[src/rtl/clk_rst_pkg.sv]
// clk_rst_pkg: shared FSM encoding and width helpers for clk_rst_ctrl.
package clk_rst_pkg;

  localparam int STATE_W = 2;

  typedef enum logic [STATE_W-1:0] {
    WAIT_LOCK = 2'd0,
    HOLD      = 2'd1,
    RUN       = 2'd2
  } state_e;

  // Plain vector constants so the FSM register stays a simple logic vector.
  localparam logic [STATE_W-1:0] ST_WAIT_LOCK = WAIT_LOCK;
  localparam logic [STATE_W-1:0] ST_HOLD      = HOLD;
  localparam logic [STATE_W-1:0] ST_RUN       = RUN;

  // Channel-select width; a single channel still gets a 1-bit select.
  function automatic int sel_width(input int n);
    return (n > 1) ? $clog2(n) : 1;
  endfunction

endpackage

[src/rtl/clk_rst_ctrl_if.sv]
// clk_rst_ctrl_if: lock input, divisor programming and reset/enable outputs
// of clk_rst_ctrl. lock_loss_cnt exists only when CLK_RST_LOCK_LOSS_CNT_EN
// is defined.
interface clk_rst_ctrl_if
  import clk_rst_pkg::*;
#(
  parameter int NUM_CH = 4,
  parameter int DIV_W  = 16
);
  localparam int SEL_W = sel_width(NUM_CH);

  logic              pll_locked;
  logic              div_wr;
  logic [SEL_W-1:0]  div_sel;
  logic [DIV_W-1:0]  div_data;
  logic              lost_clr;
  logic              rst_out;
  logic              ready;
  logic [NUM_CH-1:0] ce_out;
  logic              lock_lost;
  logic              div_busy;
`ifdef CLK_RST_LOCK_LOSS_CNT_EN
  logic [7:0]        lock_loss_cnt;
`endif

  modport master (
    output pll_locked, div_wr, div_sel, div_data, lost_clr,
`ifdef CLK_RST_LOCK_LOSS_CNT_EN
    input  lock_loss_cnt,
`endif
    input  rst_out, ready, ce_out, lock_lost, div_busy
  );

  modport slave (
    input  pll_locked, div_wr, div_sel, div_data, lost_clr,
`ifdef CLK_RST_LOCK_LOSS_CNT_EN
    output lock_loss_cnt,
`endif
    output rst_out, ready, ce_out, lock_lost, div_busy
  );

endinterface

[src/rtl/ce_divider.sv]
// ce_divider: one clock-enable channel. Down-counter with terminal-count
// pulse, divisor register and a single pending shadow for runtime updates.
module ce_divider #(
  parameter int DIV_W       = 16,
  parameter int DIV_DEFAULT = 0
) (
  input  logic             clk_i,
  input  logic             rst_i,
  input  logic             run_q_i,   // controller is in RUN this cycle
  input  logic             run_d_i,   // controller will be in RUN next cycle
  input  logic             wr_i,
  input  logic [DIV_W-1:0] data_i,
  output logic             ce_o,
  output logic             busy_o
);

  logic [DIV_W-1:0] cnt_q, cnt_d;
  logic [DIV_W-1:0] div_q, div_d;
  logic [DIV_W-1:0] shadow_q, shadow_d;
  logic             pending_q, pending_d;
  logic             ce_q, ce_d;

  logic             reload;
  logic             pend_eff;
  logic [DIV_W-1:0] shadow_eff;
  logic             apply;

  // Next-state: shadow capture, divisor apply, count/reload and enable pulse.
  always_comb begin
    reload     = run_q_i && (cnt_q == '0);
    pend_eff   = wr_i || pending_q;
    shadow_eff = wr_i ? data_i : shadow_q;
    shadow_d   = shadow_eff;
    div_d      = div_q;
    pending_d  = pend_eff;
    apply      = 1'b0;

    if (run_q_i) begin
      // A write landing on the reload cycle is taken by that reload.
      apply = reload && pend_eff;
      if (apply) begin
        div_d     = shadow_eff;
        pending_d = 1'b0;
      end
    end else begin
      // Idle: a registered shadow lands one edge after its write.
      apply = pending_q;
      if (apply) begin
        div_d     = shadow_q;
        pending_d = wr_i;
      end
    end

    if (!run_q_i || !run_d_i || reload) begin
      cnt_d = div_d;
    end else begin
      cnt_d = cnt_q - DIV_W'(1);
    end

    ce_d = run_d_i && (cnt_d == '0);
  end

  // Channel state registers; async reset drops any pending shadow.
  always_ff @(posedge clk_i or posedge rst_i) begin
    if (rst_i) begin
      cnt_q     <= DIV_W'(DIV_DEFAULT);
      div_q     <= DIV_W'(DIV_DEFAULT);
      shadow_q  <= DIV_W'(DIV_DEFAULT);
      pending_q <= 1'b0;
      ce_q      <= 1'b0;
    end else begin
      cnt_q     <= cnt_d;
      div_q     <= div_d;
      shadow_q  <= shadow_d;
      pending_q <= pending_d;
      ce_q      <= ce_d;
    end
  end

  assign ce_o   = ce_q;
  assign busy_o = pending_q;

endmodule

[src/rtl/clk_rst_ctrl.sv]
// clk_rst_ctrl: PLL lock synchroniser, reset sequencer and NUM_CH
// programmable clock-enable generators. Defining CLK_RST_LOCK_LOSS_CNT_EN
// adds a saturating lock-loss counter on the interface.
//
// state     | meaning
// WAIT_LOCK | reset held, waiting for synchronised lock
// HOLD      | lock seen, counting LOCK_HOLD stable cycles
// RUN       | reset released, enables running
module clk_rst_ctrl
  import clk_rst_pkg::*;
#(
  parameter int NUM_CH      = 4,
  parameter int DIV_W       = 16,
  parameter int DIV_DEFAULT = 0,
  parameter int LOCK_HOLD   = 1024,
  parameter int SYNC_STAGES = 2
) (
  input  logic         clock_in,
  input  logic         reset,
  clk_rst_ctrl_if.slave bus
);

  localparam int SEL_W  = sel_width(NUM_CH);
  localparam int HOLD_W = (LOCK_HOLD > 1) ? $clog2(LOCK_HOLD) : 1;
  localparam logic [HOLD_W-1:0] HOLD_LAST = HOLD_W'(LOCK_HOLD - 1);

  logic [SYNC_STAGES-1:0] sync_q;
  logic                   locked_s;

  logic [STATE_W-1:0] state_q, state_d;
  logic [HOLD_W-1:0]  hold_q, hold_d;
  logic               rst_out_q, ready_q, lost_q, lost_d;
  logic               run_q, run_d, lost_set;

  logic [NUM_CH-1:0]  ce_w, busy_w;

  // Lock flag synchroniser into clock_in.
  always_ff @(posedge clock_in or posedge reset) begin
    if (reset) sync_q <= '0;
    else       sync_q <= {sync_q[SYNC_STAGES-2:0], bus.pll_locked};
  end

  assign locked_s = sync_q[SYNC_STAGES-1];

  // Sequencer next-state and hold timer.
  always_comb begin
    state_d = state_q;
    hold_d  = hold_q;
    case (state_q)
      ST_WAIT_LOCK: begin
        hold_d = '0;
        if (locked_s) state_d = ST_HOLD;
      end
      ST_HOLD: begin
        if (!locked_s) begin
          state_d = ST_WAIT_LOCK;
          hold_d  = '0;
        end else if (hold_q == HOLD_LAST) begin
          state_d = ST_RUN;
          hold_d  = '0;
        end else begin
          hold_d = hold_q + HOLD_W'(1);
        end
      end
      ST_RUN: begin
        if (!locked_s) state_d = ST_WAIT_LOCK;
      end
      default: begin
        state_d = ST_WAIT_LOCK;
        hold_d  = '0;
      end
    endcase
  end

  assign run_q    = (state_q == ST_RUN);
  assign run_d    = (state_d == ST_RUN);
  assign lost_set = run_q && !locked_s;

  // Sticky loss flag: a new loss beats a simultaneous clear.
  always_comb begin
    lost_d = lost_q;
    if (lost_set)          lost_d = 1'b1;
    else if (bus.lost_clr) lost_d = 1'b0;
  end

  // Sequencer registers; outputs follow the next state so they switch on
  // the transition edge itself.
  always_ff @(posedge clock_in or posedge reset) begin
    if (reset) begin
      state_q   <= ST_WAIT_LOCK;
      hold_q    <= '0;
      rst_out_q <= 1'b1;
      ready_q   <= 1'b0;
      lost_q    <= 1'b0;
    end else begin
      state_q   <= state_d;
      hold_q    <= hold_d;
      rst_out_q <= !run_d;
      ready_q   <= run_d;
      lost_q    <= lost_d;
    end
  end

`ifdef CLK_RST_LOCK_LOSS_CNT_EN
  logic [7:0] loss_cnt_q;

  // Saturating loss counter; an increment with a clear restarts at 1.
  always_ff @(posedge clock_in or posedge reset) begin
    if (reset) begin
      loss_cnt_q <= 8'd0;
    end else if (lost_set) begin
      if (bus.lost_clr)              loss_cnt_q <= 8'd1;
      else if (loss_cnt_q != 8'hFF)  loss_cnt_q <= loss_cnt_q + 8'd1;
    end else if (bus.lost_clr) begin
      loss_cnt_q <= 8'd0;
    end
  end

  assign bus.lock_loss_cnt = loss_cnt_q;
`endif

  for (genvar i = 0; i < NUM_CH; i++) begin : g_ch
    ce_divider #(
      .DIV_W       (DIV_W),
      .DIV_DEFAULT (DIV_DEFAULT)
    ) u_div (
      .clk_i   (clock_in),
      .rst_i   (reset),
      .run_q_i (run_q),
      .run_d_i (run_d),
      .wr_i    (bus.div_wr && (bus.div_sel == SEL_W'(i))),
      .data_i  (bus.div_data),
      .ce_o    (ce_w[i]),
      .busy_o  (busy_w[i])
    );
  end

  assign bus.rst_out   = rst_out_q;
  assign bus.ready     = ready_q;
  assign bus.lock_lost = lost_q;
  assign bus.ce_out    = ce_w;
  assign bus.div_busy  = |busy_w;

endmodule

[src/flat_wrapper.sv]
// flat-port wrapper written by rule: the top's interface ports become plain ports
module clk_rst_ctrl_flat import clk_rst_pkg::*;
#(
  parameter int NUM_CH      = 4,
  parameter int DIV_W       = 16,
  parameter int DIV_DEFAULT = 0,
  parameter int LOCK_HOLD   = 1024,
  parameter int SYNC_STAGES = 2
)
  (clock_in, reset, bus_pll_locked, bus_div_wr, bus_div_sel, bus_div_data, bus_lost_clr, bus_rst_out, bus_ready, bus_ce_out, bus_lock_lost, bus_div_busy);
  clk_rst_ctrl_if #(.NUM_CH(NUM_CH), .DIV_W(DIV_W)) bus_i ();
  input  logic clock_in;
  input  logic reset;
  input wire logic [$bits(bus_i.pll_locked)-1:0] bus_pll_locked;
  input wire logic [$bits(bus_i.div_wr)-1:0] bus_div_wr;
  input wire logic [$bits(bus_i.div_sel)-1:0] bus_div_sel;
  input wire logic [$bits(bus_i.div_data)-1:0] bus_div_data;
  input wire logic [$bits(bus_i.lost_clr)-1:0] bus_lost_clr;
  output wire logic [$bits(bus_i.rst_out)-1:0] bus_rst_out;
  output wire logic [$bits(bus_i.ready)-1:0] bus_ready;
  output wire logic [$bits(bus_i.ce_out)-1:0] bus_ce_out;
  output wire logic [$bits(bus_i.lock_lost)-1:0] bus_lock_lost;
  output wire logic [$bits(bus_i.div_busy)-1:0] bus_div_busy;
  assign bus_i.pll_locked = bus_pll_locked;
  assign bus_i.div_wr = bus_div_wr;
  assign bus_i.div_sel = bus_div_sel;
  assign bus_i.div_data = bus_div_data;
  assign bus_i.lost_clr = bus_lost_clr;
  assign bus_rst_out = bus_i.rst_out;
  assign bus_ready = bus_i.ready;
  assign bus_ce_out = bus_i.ce_out;
  assign bus_lock_lost = bus_i.lock_lost;
  assign bus_div_busy = bus_i.div_busy;
  clk_rst_ctrl #(.NUM_CH(NUM_CH), .DIV_W(DIV_W), .DIV_DEFAULT(DIV_DEFAULT), .LOCK_HOLD(LOCK_HOLD), .SYNC_STAGES(SYNC_STAGES)) u_core (.clock_in(clock_in), .reset(reset), .bus(bus_i));
endmodule
[config.mk]
export PLATFORM = sky130hd
export DESIGN_NAME = clk_rst_ctrl_flat
export DESIGN_NICKNAME = d
export VERILOG_FILES = /design/src/rtl/clk_rst_pkg.sv /design/src/rtl/clk_rst_ctrl_if.sv /design/src/rtl/ce_divider.sv /design/src/rtl/clk_rst_ctrl.sv /design/src/flat_wrapper.sv
export SDC_FILE = /design/constraint.sdc
export NUM_CORES = 1
export LEC_CHECK = 0
export ABC_AREA = 1
export BUFFER_PORTS_ARGS = -buffer_cell sky130_fd_sc_hd__buf_2
export CAP_MARGIN = 20
export CORE_UTILIZATION = 40
export DETAILED_ROUTE_END_ITERATION = 6
export PLACE_DENSITY_LB_ADDON = 0.08
export RECOVER_POWER = 100
export SYNTH_ARGS = -nofsm -noshare
export SYNTH_HDL_FRONTEND = slang
export SYNTH_SLANG_ARGS = --single-unit
[constraint.sdc]
create_clock -name clock_in -period 8.3 [get_ports clock_in]
set_clock_uncertainty 0.05 [all_clocks]
set_input_delay 2.075 -clock clock_in [delete_from_list [all_inputs] [get_ports clock_in]]
set_output_delay 2.075 -clock clock_in [all_outputs]
set_load 0.02 [all_outputs]
# After elaboration in Yosys (flattened, before gate mapping)
# Index checks and enable logic that the tools add are counted.
# totals
register_bits	217
input_bits	23
wordCells	121
# classes
addsub	5
n_eq_ne	7
mux	42
n_reduce_logical	41
# op_table
operator	n
$mux W16	20
$logic_not A16 Y1	8
$sub A16 B1 Y16 const B	4
$mux W10	2
$pmux W10 S2	1
$logic_and A1 B1 Y1	17
$mux W1	14
$add A10 B1 Y10 const B	1
$eq A10 B10 Y1 const B	1
$logic_or A1 B1 Y1	9
$eq A2 B2 Y1 const B	4
$mux W2	4
$pmux W2 S3	1
$eq A2 B1 Y1 const B	2
$logic_not A2 Y1	2
$reduce_or A4 Y1	1
$logic_not A1 Y1	3
$reduce_bool A2 Y1	1

# Longest topological paths before layout
# logic_depth
depth_word	11
depth_mapped	15

# Modules after synthesis
# Synthesis repeated with hierarchy kept, for this count alone.
# unflattened
cells_unflattened	1618
hier_area_um2	12203.0
# by_module_without_submodules
module	n_inst	cells_each	area_per_inst_um2
ce_divider (u_core.g_ch[2].u_div ...)	2	374	2820.2
ce_divider (u_core.g_ch[0].u_div ...)	2	376	2819.0
clk_rst_ctrl	1	118	924.6

# Least setup slack after synthesis
# No wires, ideal clock.
# synth_timing
path_kind	input port to flip-flop
startpoint	in bus_div_sel[1]
endpoint	reg u_core.g_ch[0].u_div.ce_q
setup_ns	0.071
arrival_time_ns	3.442
setup_slack_ns	4.737
cell_stages	13
path_cell_list	buf_2 nor2_4 nand2_1 buf_2 o21ai_1 nand4_1 nand3_1 nand2_1 o21ai_0 nand2_1 nor2_1 nand2_1 nor2_1
# synth_between
elab_chain_len	9
word_cells_on_any_way	10
classes_between	mux (4); reduce/logical (6)
# synth_lines
element	line_no	text
from (decl)	flat_wrapper.sv:16	input wire logic [$bits(bus_i.div_sel)-1:0] bus_div_sel;
$logic_not A2 Y1 *	clk_rst_ctrl.sv:131	.wr_i (bus.div_wr && (bus.div_sel == SEL_W'(i))),
$logic_and A1 B1 Y1 *	clk_rst_ctrl.sv:131	
$logic_or A1 B1 Y1	ce_divider.sv:31	pend_eff = wr_i || pending_q;
$logic_and A1 B1 Y1	ce_divider.sv:40	apply = reload && pend_eff;
$mux W16 *	ce_divider.sv:41	if (apply) begin
$mux W16 *	ce_divider.sv:38	if (run_q_i) begin
net u_core.g_ch[0].u_div.div_d[7]	ce_divider.sv:18	logic [DIV_W-1:0] div_q, div_d;
$mux W16 *	ce_divider.sv:54	if (!run_q_i || !run_d_i || reload) begin
$logic_not A16 Y1 *	ce_divider.sv:60	ce_d = run_d_i && (cnt_d == '0);
$logic_and A1 B1 Y1 *	ce_divider.sv:60	
net u_core.g_ch[0].u_div.ce_d	ce_divider.sv:21	logic ce_q, ce_d;
to (signal assigned)	ce_divider.sv:70	ce_q <= 1'b0;
to (signal assigned)	ce_divider.sv:76	ce_q <= ce_d;
to (decl)	ce_divider.sv:21	
# Mark *: on every way through the listed nets, which the timed path passes. The rest lies on a longest branch.
# A chain may end at the register's enable or synchronous reset.

# Final worst setup path
# layout_timing
startpoint	reg u_core.state_q[1]
endpoint	reg u_core.g_ch[1].u_div.ce_q
# layout_between
elab_chain_len	10
word_cells_on_any_way	20
classes_between	eq/ne (3); mux (8); reduce/logical (9)
# layout_lines
element	line_no	text
from (decl)	clk_rst_ctrl.sv:30	logic [STATE_W-1:0] state_q, state_d;
from (signal assigned)	clk_rst_ctrl.sv:96	state_q <= state_d;
$mux W2	clk_rst_ctrl.sv:58	end else if (hold_q == HOLD_LAST) begin
$mux W2	clk_rst_ctrl.sv:55	if (!locked_s) begin
$pmux W2 S3	clk_rst_ctrl.sv:49	case (state_q)
$eq A2 B2 Y1	clk_rst_ctrl.sv:76	assign run_d = (state_d == ST_RUN);
$logic_not A1 Y1	ce_divider.sv:54	
$logic_or A1 B1 Y1 (2 in a row)	ce_divider.sv:54	
$mux W16 *	ce_divider.sv:54	
net u_core.g_ch[1].u_div.cnt_d[15]	ce_divider.sv:17	logic [DIV_W-1:0] cnt_q, cnt_d;
$logic_not A16 Y1 *	ce_divider.sv:60	
$logic_and A1 B1 Y1 *	ce_divider.sv:60	
net u_core.g_ch[1].u_div.ce_d	ce_divider.sv:21	
to (signal assigned)	ce_divider.sv:70	
to (signal assigned)	ce_divider.sv:76	
to (decl)	ce_divider.sv:21	
# Marks and branches as above.

==> flow_summary.yaml <==
floorplan:
  dieArea_mm2: 0.0300
  num_rows: 62
  initial_core_util: 0.408
  core_mm2: 0.0288
  dieWidth_um: 173
  die_y_um: 173
  io_pins: 31
pwr:
  power.leakage_nw: 6.57
  max-vdd-ir-drop_uv: 153
  internal_power_mw: 2.16
  p_comb_frac: 0.198
  clkPwrFrac: 0.367
  pwr-share-seq: 0.435
  cellPowerDensity_mw_per_mm2: 242
  fin_total_pwr_mw: 3.11
  netSwitchingPower_mw: 0.951
  p_sw_frac: 0.306
cts:
  clk_latency_ns: 0.53
  clockBufferDepth: 3
  cts_htree_levels: 1
  cts-root-buf: "clkbuf_16"
  clock_sinks: 217
  cts_buffers: 26
  cts_resized: 0
  ctsHoldBuffers: 0
  cts_tree: "yes"
  cts.reportedPaths.clkPinSlew_ns: 0.06
  cts_setup_buffers: 0
sta:
  hold_viol: 0
  fin_crit_sh: 0.705
  drv_slew: 241
  worst_pin_slew_ns: 4.04
  rsz0062_at_grt: "no"
  maxSlewHeadroom: -1.71
  fmax_ghz: 0.171
  setup-violations-final: 0
  hold_slack_ns: 0.303
  setup_ws_ns: 2.45
  tns_ns: 0
  layout_min_cycle_time_ns: 5.85
global_route:
  overflow: 0
  first_global_vias: 9576
  grt_usage: 0.214
  antenna_found_initial: 0
  grt_first_pass_wirelength_um: 51800
  grt_max_degree: 90
detailed_routing:
  ant_nets: 0
  drc: 0
  dr_total_vias: 9670
  drt-total-wl_um: 30800
  via_per_inst: 4.94
  drt-pass1-iter-count: 6
  drt-initial-drc-count: 842
  wire_per_inst_um: 15.7
layout:
  final_cells: 1956
  stdcell_area_mm2: 0.0129
  drive_gt1_frac: 0.0623
  n_antenna_cell: 0
  finish.utilization: 0.447
  multi_input_area_mm2: 0.00514
  final_net_count: 1581
  ff_latch_area_mm2: 0.00543
  syn2layout_area_growth_pct: 9.50
  nFillCells: 2914
placed_design:
  io_buffers: 30
  dpl.cell_count: 1909
  gp_congestion: 0.792
  hpwlAfterDp_um: 20600
  preCtsSetupSlack_ns: 3.26
  placed_area_mm2: 0.0121
synthesis:
  syn_inst: 1560
  syn_area_mm2: 0.0117
  yosysWarningCount: 0
  synth_cell_types: 40
  seq_area_frac_synth: 0.463
  synth_nets: 1588
  syn_area_per_cell_um2: 7.52
  ys_ff_latch: 217
critical_path:
  cp-start-kind: "flip-flop"
  arrival_ns: 6.25
  cp.required_ns: 8.70
  worst-path-max-fanout: 77
  path_class: "reg -> reg"
  worst_setup_path_end_kind: "flip-flop"
status:
  violations: "max-capacitance violations, max-slew violations"
  outcome: "finished, violations left"
min_path:
  worstHoldPathType: "reg -> reg"
run:
  maxCapViolations: 4
critical path, cell delays in order, from the launching register on:
cell and delay [ns]:
dfrtp_1 0.39, inv_1 0.13, nor2_4 0.04, clkbuf_1 0.81
clkinv_1 0.22, clkbuf_1 2.85, o211ai_1 0.43, nand3_1 0.33
o21ai_0 0.17, nor2_1 0.14, nand3_1 0.08, nor2_1 0.11
power by group through the flow:
| stage | registers [mW] | logic (mW) | clock network (mW) |
|---|---|---|---|
| after floorplan | 1.34 | 0.496 | 0 |
| after global placement | 1.37 | 0.621 | 0 |
| after detailed placement | 1.37 | 0.626 | 0 |
| after CTS | 1.35 | 0.629 | 1.17 |
| after global routing | 1.38 | 0.728 | 1.22 |
| final | 1.35 | 0.617 | 1.14 |
path summary, 6_finish.rpt:
check | startpoint | endpoint | slack (ns) | cells after the start
hold / removal | u_core.sync_q[0]$_DFF_PP0_ | u_core.sync_q[1]$_DFF_PP0_ | 0.30 | 0
setup / recovery | u_core.state_q[1]$_DFF_PP0_ | u_core.g_ch[1].u_div.ce_o$_DFF_PP0_ | 2.45 | 11
hold reg to reg | u_core.sync_q[0]$_DFF_PP0_ | u_core.sync_q[1]$_DFF_PP0_ | 0.30 | 0
max in group asynchronous | reset | u_core.g_ch[2].u_div.shadow_q[2]$_DFF_PP0_ | 2.75 | 3
min in group asynchronous | reset | u_core.g_ch[0].u_div.cnt_q[5]$_DFF_PP0_ | 2.70 | 2
setup reg to reg | u_core.state_q[1]$_DFF_PP0_ | u_core.g_ch[1].u_div.ce_o$_DFF_PP0_ | 2.45 | 11
per-layer routing:
| layer | track usage | wire (µm) |
|---|---|---|
| met2 | 0.341 | 14100 |
| met3 | 0.0261 | 1290 |
| met1 | 0.310 | 14800 |
| met5 | 0 | 0 |
| met4 | 0.0468 | 546 |
logic make-up (layout without fill, tap and decap cells):
logic type | Yosys count | count (layout) | share of synthesized area
simple gates | 896 | 896 | 0.341
compound gates | 122 | 122 | 0.0599
fa+ha+maj | 5 | 5 | 0.00533
flops | 217 | 217 | 0.463
xor+xnor | 41 | 41 | 0.0306
buf+inv | 275 | 287 | 0.0970
mux | 4 | 4 | 0.00341
cell usage in the layout (no fill, tap or decap), types with 8 or more instances in the layout:
cell type,netlist,routed
clkbuf_16,0,27
nand4_1,60,60
nand3_1,174,177
and2_0,0,18
buf_2,28,21
nand2_1,503,504
a21oi_1,14,14
nand3b_1,8,8
xor2_1,27,27
inv_1,195,195
clkbuf_1,24,22
dfrtp_1,216,216
o21ai_0,49,63
nor2_1,87,90
o211ai_1,23,23
xnor2_1,14,14
clkbuf_8,0,8
or2_2,11,11
synthesized netlist by cell type:
master	number	area, µm²
buf_4	11	82.6
nand3b_1	8	60.1
o32ai_1	1	8.76
nand3_4	3	52.6
nand2_1	503	1890
nor2_4	7	78.8
nand4_1	60	375
nand3_2	3	30.0
nor3b_1	2	15.0
o21ai_2	1	8.76
nor2_2	7	43.8
inv_1	195	732
mux2i_1	4	40.0
o21ai_1	20	100
nand3_1	174	871
or2_2	11	68.8
buf_1	6	22.5
xnor2_1	14	123
dfrtp_1	216	5410
o31ai_1	1	7.51
a22oi_1	4	30.0
o22ai_1	5	31.3
nand2_2	2	12.5
inv_2	7	26.3
ha_1	5	62.6
nor2_1	87	327
a21oi_1	14	70.1
buf_6	4	45.0
nand2_4	1	11.3
xor2_1	27	236
o21a_1	2	15.0
nor3_1	5	25.0
clkbuf_1	24	90.1
a31oi_1	1	6.26
o211ai_1	23	173
dfstp_2	1	26.3
buf_2	28	140
a21boi_0	1	7.51
and2_1	23	144
o21ai_0	49	245
sequential cells by signal, summed over array words and instances, names as in the netlist:
register	flops
u_core.bus.ready	1
u_core.bus.rst_out	1
u_core.state_q	2
u_core.g_ch.u_div.shadow_q	64
u_core.bus.lock_lost	1
u_core.sync_q	2
u_core.hold_q	10
u_core.g_ch.u_div.busy_o	4
u_core.g_ch.u_div.div_q	64
u_core.g_ch.u_div.ce_o	4
u_core.g_ch.u_div.cnt_q	64
layout make-up:
type / count / share of cell area
repair buffers: 38 / 0.0141
multi-input cells: 1068 / 0.400
inverters: 202 / 0.0591
clock inverters: 3 / 0.00331
flip-flops and latches: 217 / 0.423
well taps: 384 / 0.0374
clock buffers: 44 / 0.0638
(Power assumes the default switching activity.)
